File: config.mk
export PLATFORM = sky130hd
export DESIGN_NAME = fetch_ctrl
export DESIGN_NICKNAME = d
export VERILOG_FILES = /design/src/rtl/suerv_pkg.sv /design/src/rtl/fetch_npc_sel.sv /design/src/rtl/fetch_ctrl.sv
export SDC_FILE = /design/constraint.sdc
export NUM_CORES = 1
export LEC_CHECK = 0
export ABC_AREA = 0
export BUFFER_PORTS_ARGS = -buffer_cell sky130_fd_sc_hd__buf_2
export CORE_MARGIN = 3
export CORE_UTILIZATION = 50
export CTS_CLUSTER_SIZE = 16
export DETAILED_ROUTE_END_ITERATION = 8
export GPL_TIMING_DRIVEN = 0
export PLACE_DENSITY = 0.75
export SYNTH_ARGS = -nofsm -noshare
export SYNTH_HDL_FRONTEND = slang
export SYNTH_SLANG_ARGS = --single-unit
File: constraint.sdc
create_clock -name clk -period 3.6 [get_ports clk]
set_input_delay 0.36 -clock clk [delete_from_list [all_inputs] [get_ports clk]]
set_output_delay 0.36 -clock clk [all_outputs]
set_load 0.03 [all_outputs]
File: src/rtl/suerv_pkg.sv
// Shared types and constants for the SueRV32 fetch front end.
package suerv_pkg;

  typedef enum logic [1:0] {
    IDLE = 2'd0,
    REQ  = 2'd1,
    WAIT = 2'd2,
    HOLD = 2'd3
  } fetch_state_e;

  localparam int unsigned ILEN_BYTES    = 4;
  localparam logic [31:0] NOP_INSTR     = 32'h0000_0013;
  localparam logic [31:0] DEF_RESET_VEC = 32'h0000_0000;
  localparam logic [31:0] DEF_TRAP_VEC  = 32'h0000_0100;

  function automatic logic is_misaligned(input logic [31:0] addr);
    return addr[1:0] != 2'b00;
  endfunction

endpackage

File: src/rtl/fetch_npc_sel.sv
// Next-PC priority select: trap, then redirect (misaligned targets divert to the
// trap vector), then sequential pc + 4 with natural 32-bit wrap.
module fetch_npc_sel
  import suerv_pkg::*;
#(
  parameter logic [31:0] TRAP_VEC = DEF_TRAP_VEC
) (
  input  logic        trap_i,
  input  logic        redirect_i,
  input  logic [31:0] target_i,
  input  logic [31:0] pc_i,
  output logic [31:0] npc_o,
  output logic        misalign_o
);

  always_comb begin
    misalign_o = 1'b0;
    npc_o      = pc_i + 32'(ILEN_BYTES);
    if (trap_i) begin
      npc_o = TRAP_VEC;
    end else if (redirect_i) begin
      if (is_misaligned(target_i)) begin
        npc_o      = TRAP_VEC;
        misalign_o = 1'b1;
      end else begin
        npc_o = target_i;
      end
    end
  end

endmodule

File: src/rtl/fetch_ctrl.sv
// SueRV32 fetch sequencer: owns the PC, runs a single-outstanding req/gnt/rvalid
// handshake to instruction memory and presents fetched words to decode.
module fetch_ctrl
  import suerv_pkg::*;
#(
  parameter logic [31:0] RESET_VEC = DEF_RESET_VEC,
  parameter logic [31:0] TRAP_VEC  = DEF_TRAP_VEC
) (
  input  logic        clk,
  input  logic        rstn,
  input  logic        stall_i,
  input  logic        redirect_i,
  input  logic [31:0] redirect_pc_i,
  input  logic        trap_i,
  output logic        imem_req_o,
  output logic [31:0] imem_addr_o,
  input  logic        imem_gnt_i,
  input  logic        imem_rvalid_i,
  input  logic [31:0] imem_rdata_i,
  output logic        instr_valid_o,
  output logic [31:0] instr_o,
  output logic [31:0] instr_pc_o,
  output logic        misalign_o,
  output logic [31:0] pc_o
);

  fetch_state_e state_q;
  logic [31:0]  pc_q, pc_d;
  logic [31:0]  addr_q;
  logic         req_q;
  logic         kill_q;
  logic         instr_valid_q;
  logic [31:0]  instr_q;
  logic [31:0]  instr_pc_q;
  logic         misalign_q;

  logic [31:0]  npc;
  logic         npc_misalign;
  logic         flush;
  logic         retire;

  fetch_npc_sel #(
    .TRAP_VEC (TRAP_VEC)
  ) u_npc_sel (
    .trap_i     (trap_i),
    .redirect_i (redirect_i),
    .target_i   (redirect_pc_i),
    .pc_i       (pc_q),
    .npc_o      (npc),
    .misalign_o (npc_misalign)
  );

  assign flush  = trap_i | redirect_i;
  // A redirect arriving with the data flushes it just like an earlier kill would.
  assign retire = (state_q == WAIT) && imem_rvalid_i && !kill_q && !flush;

  // With no kill pending, pc_q equals the address on the bus while in REQ,
  // so the sequential mux output is exactly the granted address + 4.
  always_comb begin
    pc_d = pc_q;
    if (flush) begin
      pc_d = npc;
    end else if (state_q == REQ && imem_gnt_i && !kill_q) begin
      pc_d = npc;
    end
  end

  always_ff @(posedge clk or negedge rstn) begin
    if (!rstn) begin
      state_q       <= IDLE;
      pc_q          <= RESET_VEC;
      addr_q        <= RESET_VEC;
      req_q         <= 1'b0;
      kill_q        <= 1'b0;
      instr_valid_q <= 1'b0;
      instr_q       <= NOP_INSTR;
      instr_pc_q    <= 32'h0000_0000;
      misalign_q    <= 1'b0;
    end else begin
      pc_q          <= pc_d;
      misalign_q    <= npc_misalign;
      instr_valid_q <= retire | (instr_valid_q & stall_i & ~flush);
      if (retire) begin
        instr_q    <= imem_rdata_i;
        instr_pc_q <= addr_q;
      end
      case (state_q)
        IDLE: begin
          state_q <= REQ;
          req_q   <= 1'b1;
          addr_q  <= pc_d;
        end
        REQ: begin
          kill_q <= kill_q | flush;
          if (imem_gnt_i) begin
            state_q <= WAIT;
            req_q   <= 1'b0;
          end
        end
        WAIT: begin
          if (imem_rvalid_i) begin
            kill_q <= 1'b0;
            if (retire && stall_i) begin
              state_q <= HOLD;
            end else begin
              state_q <= REQ;
              req_q   <= 1'b1;
              addr_q  <= pc_d;
            end
          end else begin
            kill_q <= kill_q | flush;
          end
        end
        HOLD: begin
          if (!stall_i) begin
            state_q <= REQ;
            req_q   <= 1'b1;
            addr_q  <= pc_d;
          end
        end
      endcase
    end
  end

  assign imem_req_o    = req_q;
  assign imem_addr_o   = addr_q;
  assign instr_valid_o = instr_valid_q;
  assign instr_o       = instr_q;
  assign instr_pc_o    = instr_pc_q;
  assign misalign_o    = misalign_q;
  assign pc_o          = pc_q;

endmodule

Word-level counts from Yosys, hierarchy flattened:

Cells that the tools add are included.

* register bits: 134
* bits of input ports: 71
* logic and storage cells: 62

* $add $sub $neg: 1
* equality and inequality tests: 7
* multiplexer cells: 24
* bitwise operators: 6
* reduce and logical (&&, ||, !) cells: 15

Operator list (count)
* $mux W32: 8
* $pmux W32 S3: 1
* $add A32 B3 Y32 const B: 1
* $mux W1: 8
* $mux W2: 4
* $ne A2 B2 Y1 const B: 4
* $pmux W2 S4: 1
* $reduce_and A4 Y1: 2
* $logic_and A1 B1 Y1: 6
* $eq A2 B2 Y1 const B: 2
* $pmux W1 S4: 1
* $reduce_bool A2 Y1: 2
* $or A1 B1 Y1: 3
* $reduce_and A3 Y1: 1
* $reduce_bool A3 Y1: 1
* $and A1 B1 Y1: 2
* $eq A2 B1 Y1 const B: 1
* $logic_not A1 Y1: 2
* $logic_not A2 Y1: 1
* $pmux W1 S2: 1
* $not A1 Y1: 1

Longest topological paths before layout:

* depth in word-level cells: 9
* depth in mapped cells: 9

Hierarchy:

A second synthesis with hierarchy kept.

* cell total of the unflattened synthesis: 494
* area total of the unflattened synthesis: 6307.3 um^2

Modules (own cells, without submodules)
* fetch_ctrl: instances 1, cells each 304, area an instance 5123.7 um^2, seq. area each 3357.0 um^2
* fetch_npc_sel: instances 1, cells each 190, area an instance 1183.6 um^2, seq. area each 0.0 um^2

Worst setup path after synthesis:

OpenSTA, ideal clock, no wires.

* path kind: reg-to-reg
* start point: register pc_q[8] (netlist: pc_o[8])
* end point: register addr_q[23] (netlist: imem_addr_o[23])
* library setup time: 104 ps
* arrival time: 2389 ps
* data required time: 3496 ps
* path slack: 1108 ps
* stages on the path, launching flop included: 7
* path buffers: 1
* clock period less this slack: 2492 ps
* cell sequence: dfrtp_1 nand4_4 or4_1 clkbuf_2 or4_1 and3_4 o41ai_2

* word-level cells in the longest chain between the ends: 8

RTL lines
* start, declared: RTL line fetch_ctrl.sv:28 `logic [31:0] pc_q, pc_d;`
* start signal, assigned: RTL line fetch_ctrl.sv:80 `pc_q <= pc_d;`
* $add A32 B3 Y32 (*): RTL line fetch_npc_sel.sv:18 `npc_o = pc_i + 32'(ILEN_BYTES);`
* $mux W32 (*): RTL line fetch_npc_sel.sv:21 `end else if (redirect_i) begin`
* $mux W32 (*): RTL line fetch_npc_sel.sv:19 `if (trap_i) begin`
* $mux W32: RTL line fetch_ctrl.sv:63 `end else if (state_q == REQ && imem_gnt_i && !kill_q) begin`
* $mux W32 (*): RTL line fetch_ctrl.sv:61 `if (flush) begin`
* $mux W32: RTL line fetch_ctrl.sv:103 `if (retire && stall_i) begin`
* $mux W32: RTL line fetch_ctrl.sv:101 `if (imem_rvalid_i) begin`
* $pmux W32 S3 (*): RTL line fetch_ctrl.sv:87 `case (state_q)`
* end signal, assigned: RTL line fetch_ctrl.sv:91 `addr_q <= pc_d;`
* end signal, assigned: RTL line fetch_ctrl.sv:108 `addr_q <= pc_d;`
* end signal, assigned: RTL line fetch_ctrl.sv:118 `addr_q <= pc_d;`
* end, declared: RTL line fetch_ctrl.sv:29 `logic [31:0] addr_q;`

Mark *: on every way between the ends. The rest lies on a longest branch, timed or not. The select of a mux whose other input is x is not followed.
A chain may end at the register's enable or synchronous reset.

Final worst setup path:

* start point: register state_q[0]
* end point: register addr_q[21] (netlist: imem_addr_o[21])

* word-level cells in the longest chain between the ends: 8

RTL lines
* start, declared: RTL line fetch_ctrl.sv:27 `fetch_state_e state_q;`
* start signal, assigned: RTL line fetch_ctrl.sv:70 `state_q <= IDLE;`
* start signal, assigned: RTL line fetch_ctrl.sv:89 `state_q <= REQ;`
* start signal, assigned: RTL line fetch_ctrl.sv:96 `state_q <= WAIT;`
* $eq A2 B1 Y1: RTL line fetch_ctrl.sv:63
* $logic_and A1 B1 Y1 (2 in series): RTL line fetch_ctrl.sv:63
* $mux W32: RTL line fetch_ctrl.sv:63
* $mux W32: RTL line fetch_ctrl.sv:61
* $mux W32: RTL line fetch_ctrl.sv:103
* $mux W32: RTL line fetch_ctrl.sv:101
* $pmux W32 S3: RTL line fetch_ctrl.sv:87

Several ways; a longest one is shown, not always the timed one. The select of a mux whose other input is x is not followed.

==> impl_summary.md <==
Power
The share of power burned in registers is 0.383. The combinational share of power is 0.266. The switching power is 1.68 mW. For this design the static power due to leakage is 4.10 nW. The maximum resistive drop on vdd is 384 uV.

The total chip power is 4.87 mW. Power spread over the standard cell area amounts to 605 mW/mm^2. Of the total power, the share spent switching nets is 0.344. Internal power comes to 3.20 mW.

The relative contribution of the clock network to total power is 0.351.

CTS
The cell at the root of the clock tree is sky130_fd_sc_hd__clkbuf_16. The number of setup buffers added after CTS is 0. The clock tree from TritonCTS is built. The maximum number of buffers from clock root to sink is 2. For the worst-skew pair, the clock arrives at the later sink with an insertion delay of 0.42 ns.

The clock sink count is 134. Buffers inserted during clock tree synthesis total 17. Clock-pin slew was measured on the worst setup and hold paths at 0.06 ns. The maximum level of the CTS H-tree is 4.

Timing
The final period utilization is 0.861. The final number of max-transition violations is 0. The hold violation total from the final report is 0.

Setup violations remaining at the end of the flow were counted as 0. For the pin with the worst max-slew slack, the measured transition is 1.09 ns. The post-route minimum period is 3.10 ns. The worst slew slack as a fraction of its limit is 0.265. The minimum setup slack in the final design is 0.501 ns. Between clock sinks in the finished design, the worst skew comes to 0.00577 ns. Setup repair after global routing left no endpoint under its margin. The peak clock frequency supported by timing is 323 MHz. The tightest hold path in the finished design has a slack of 0.161 ns.

For the final routed database, the setup TNS stands at 0 ns.

Worst hold path
The path with the worst hold slack has its endpoint at instr_o[9]$_DFFE_PN0P_. The startpoint identified for the worst hold timing path is imem_rdata_i[9]. The path class of the lowest-slack min-delay path is primary input to flip-flop. The worst hold path passes through 2 cells.

Yosys
The async set-or-reset flop fraction in the synthesized netlist is 1.00. In the synthesized netlist the dominant register cell turns out to be sky130_fd_sc_hd__dfrtp_1. The synthesis warning total is 0. The post-synthesis register bit count is 134.

The synthesized netlist net count is 608. Of the synthesized area, sequential elements account for 0.541. The number of enable flip-flop cells after synthesis is 0.

Synthesis produced 532 cells. A synthesized cell averages 11.7 um^2. The number of distinct library cells after synthesis is 65. After synthesis the cells add up to 0.00621 mm^2.

Setup path
STA classifies the critical path endpoint as a flip-flop. Setup slack on the worst reg-to-reg path comes out at 0.50 ns. The launching point of the worst reg2reg path is state_q[0]$_DFFE_PN0P_. STA classifies the critical path startpoint as a flip-flop. The data arrival time at the worst-slack endpoint is 3.43 ns. The maximum fanout count along the critical path is 10. The number of cells on the worst reg-to-reg path is 8.

The data required time of the critical path is 3.93 ns. The critical path start-end classification is flip-flop to flip-flop. The worst register-to-register path ends at imem_addr_o[21]$_DFFE_PN0P_.

Finish
The number of antenna diodes in the final layout is 0. The total number of nets in the final design is 830. The fraction of layout cells with a size suffix above 1 is 0.445. The growth of design area from synthesis to finish is 29.8%.

Route
Summed over all layers, the routed wires come to 18500 um. The detailed-route wire length per cell is 19.8 um. The count of nets left with antenna violations once routing finished came out at 0. The total vias in the final route is 5307. The number of vias per cell is 5.68. The number of detailed-routing iterations run before antenna repair is 5. The count of unresolved DRC violations after routing is 0. The number of DRC markers after the initial detailed-route iteration is 387.

Place
At the end of routability-driven placement, the weighted congestion stood at 0.908. Timing analysis after detailed placement gives a worst setup slack of 0.546 ns. Input and output buffers added on the ports amount to 201.

Detailed placement finished with a half-perimeter wire length of 13500 um.

Global route
The remaining global-route overflow is 0. For this run, the total global-route usage over all layers was measured as 0.270. The number of global-route vias before repair came to 5411. The first global-routing pass estimated 29200 um of wire. The pin count of the biggest net entering global routing is 79. The initial antenna violation count is 0.

Floorplanning
In this run the horizontal extent of the chip is 117 um. In this run the core area contains 40 standard-cell rows. For this design the top-level I/O count stands at 202. The die height is 117 um. The area enclosed by the die boundary is 0.0138 mm^2. The total area inside the core boundary comes to 0.0121 mm^2.

For this configuration, the core starts out at a cell density of 0.515.

Job
The max-capacitance violation count is 0.

Status
The flow ran to the end, and the final reports show no timing, DRC or antenna violations.
-- what timing repair did --
action | in CTS | in global routing
gates resized for setup | 0 | 0
hold buffers | 1 | 0
endpoints found under the hold margin | 53 | 0
-- cells by family (layout without fill, tap and decap cells) --
group,count (synthesis),in the layout,share of synthesized area
AND/OR/NAND/NOR,170,170,0.148
multiplexers,88,88,0.158
flip-flops,134,134,0.541
AO/OA/AOI/OAI,86,86,0.0937
adder cells (fa/ha/maj),5,5,0.0101
XOR/XNOR,12,12,0.0169
buffers and inverters,37,272,0.0322
-- cells in the mapped netlist, drive strengths merged (2+ instances only) --
master,number,area (um^2)
or2,3,18.8
or3,2,13.8
o31a,3,27.5
and4,2,17.5
clkbuf,21,110
o21a,2,15.0
mux2i,6,60.1
xnor2,8,70.1
dfrtp,131,3280
xor2,4,35.0
nor2,16,60.1
buf,5,42.5
nor3,17,85.1
and3,9,61.3
nand4b,2,17.5
o41ai,3,33.8
a211oi,4,30.0
a22oi,2,15.0
o211ai,5,37.5
and2,8,50.1
o21ai,16,80.1
nand4,11,83.8
nand2,50,188
ha,5,62.6
o31ai,6,45.0
o21bai,2,15.0
or4,7,53.8
a21oi,22,110
dfstp,3,78.8
a31o,3,26.3
a32oi,3,26.3
nor4,17,113
inv,10,37.5
a31oi,4,25.0
nand2b,2,12.5
nand3,18,95.1
mux2,82,923
nor4b,2,17.5
a21boi,2,15.0
-- sequential cells by signal, indices dropped and copies added (netlist names), 2 cells and up --
name	count
state_q	2
instr_o	32
imem_addr_o	32
pc_o	32
instr_pc_o	32
-- critical path: stages (launching register included) --
cell and delay (ns):
sky130_fd_sc_hd__dfrtp_1 0.41, sky130_fd_sc_hd__inv_1 0.06, sky130_fd_sc_hd__ha_1 0.22, sky130_fd_sc_hd__nor4b_1 0.14, sky130_fd_sc_hd__o21a_1 0.21, sky130_fd_sc_hd__nor3_1 0.82
sky130_fd_sc_hd__clkbuf_1 0.66, sky130_fd_sc_hd__nand2_1 0.25, sky130_fd_sc_hd__o211ai_1 0.24
-- through the flow --
stage / area (um^2) / cells / util
final: 8060 / 935 / 0.668
after global routing: 8060 / 935 / 0.668
after CTS: 8060 / 935 / 0.668
after detailed placement: 7460 / 902 / 0.618
after global placement: 7430 / 901 / 0.616
after floorplan: 6210 / 532 / -
-- cell usage in the layout, fill, tap and decap left out, types with 4 or more instances in the layout --
| cell type | n |
|---|---|
| sky130_fd_sc_hd__a21oi_1 | 22 |
| sky130_fd_sc_hd__and3_1 | 8 |
| sky130_fd_sc_hd__dfrtp_1 | 131 |
| sky130_fd_sc_hd__o21ai_0 | 16 |
| sky130_fd_sc_hd__mux2i_1 | 6 |
| sky130_fd_sc_hd__nand4_1 | 10 |
| sky130_fd_sc_hd__clkbuf_16 | 17 |
| sky130_fd_sc_hd__nand3_1 | 17 |
| sky130_fd_sc_hd__o31ai_1 | 6 |
| sky130_fd_sc_hd__buf_6 | 4 |
| sky130_fd_sc_hd__and2_1 | 8 |
| sky130_fd_sc_hd__clkbuf_1 | 18 |
| sky130_fd_sc_hd__ha_1 | 5 |
| sky130_fd_sc_hd__clkbuf_8 | 4 |
| sky130_fd_sc_hd__clkinv_4 | 4 |
| sky130_fd_sc_hd__or4_1 | 6 |
| sky130_fd_sc_hd__a31oi_1 | 4 |
| sky130_fd_sc_hd__xnor2_1 | 8 |
| sky130_fd_sc_hd__nand2_1 | 50 |
| sky130_fd_sc_hd__nor2_1 | 16 |
| sky130_fd_sc_hd__xor2_1 | 4 |
| sky130_fd_sc_hd__buf_2 | 201 |
| sky130_fd_sc_hd__a211oi_1 | 4 |
| sky130_fd_sc_hd__mux2_2 | 82 |
| sky130_fd_sc_hd__nor3_1 | 17 |
| sky130_fd_sc_hd__nor4_1 | 16 |
| sky130_fd_sc_hd__inv_1 | 10 |
| sky130_fd_sc_hd__o211ai_1 | 5 |
-- layer usage --
| layer | wire (um) | part of all wire | GRT usage |
|---|---|---|---|
| met1 | 7660 | 0.41 | 0.340 |
| met2 | 9170 | 0.50 | 0.450 |
| met3 | 1330 | 0.072 | 0.0776 |
| met4 | 315 | 0.017 | 0.0887 |
| met5 | 0 | 0 | 0 |
-- worst max path at each step --
stage                                start                     endpoint  slack [ns]  cells past startpoint
global placement                      rstn       instr_o[7]$_DFFE_PN0P_        0.47                      1
global route        state_q[0]$_DFFE_PN0P_  imem_addr_o[17]$_DFFE_PN0P_        0.33                      8
floorplan                pc_o[8]$_DFF_PN0_  imem_addr_o[23]$_DFFE_PN0P_        1.11                      6
detailed placement  state_q[0]$_DFFE_PN0P_  imem_addr_o[21]$_DFFE_PN0P_        0.55                      8
finish              state_q[0]$_DFFE_PN0P_  imem_addr_o[21]$_DFFE_PN0P_        0.50                      8
CTS                 state_q[0]$_DFFE_PN0P_  imem_addr_o[21]$_DFFE_PN0P_        0.53                      8
-- cell type report --
class                      count  area (um^2)
tap                          168          210
clock buffer                  19          443
sequential                   134         3360
clock inverter                13          149
buffer                        27          163
inverter                      10         37.5
multi-input combinational    361         2650
timing repair buffer         203         1050
fill                         982         4000
-- power by group through the flow --
stage | clock [mW] | combinational [mW] | sequential (mW)
global placement | 0 | 1.27 | 1.88
detailed placement | 0 | 1.30 | 1.89
global route | 1.81 | 1.39 | 1.90
floorplan | 0 | 0.497 | 2.22
CTS | 1.73 | 1.30 | 1.87
finish | 1.71 | 1.30 | 1.87
(Power assumes the default switching activity.)
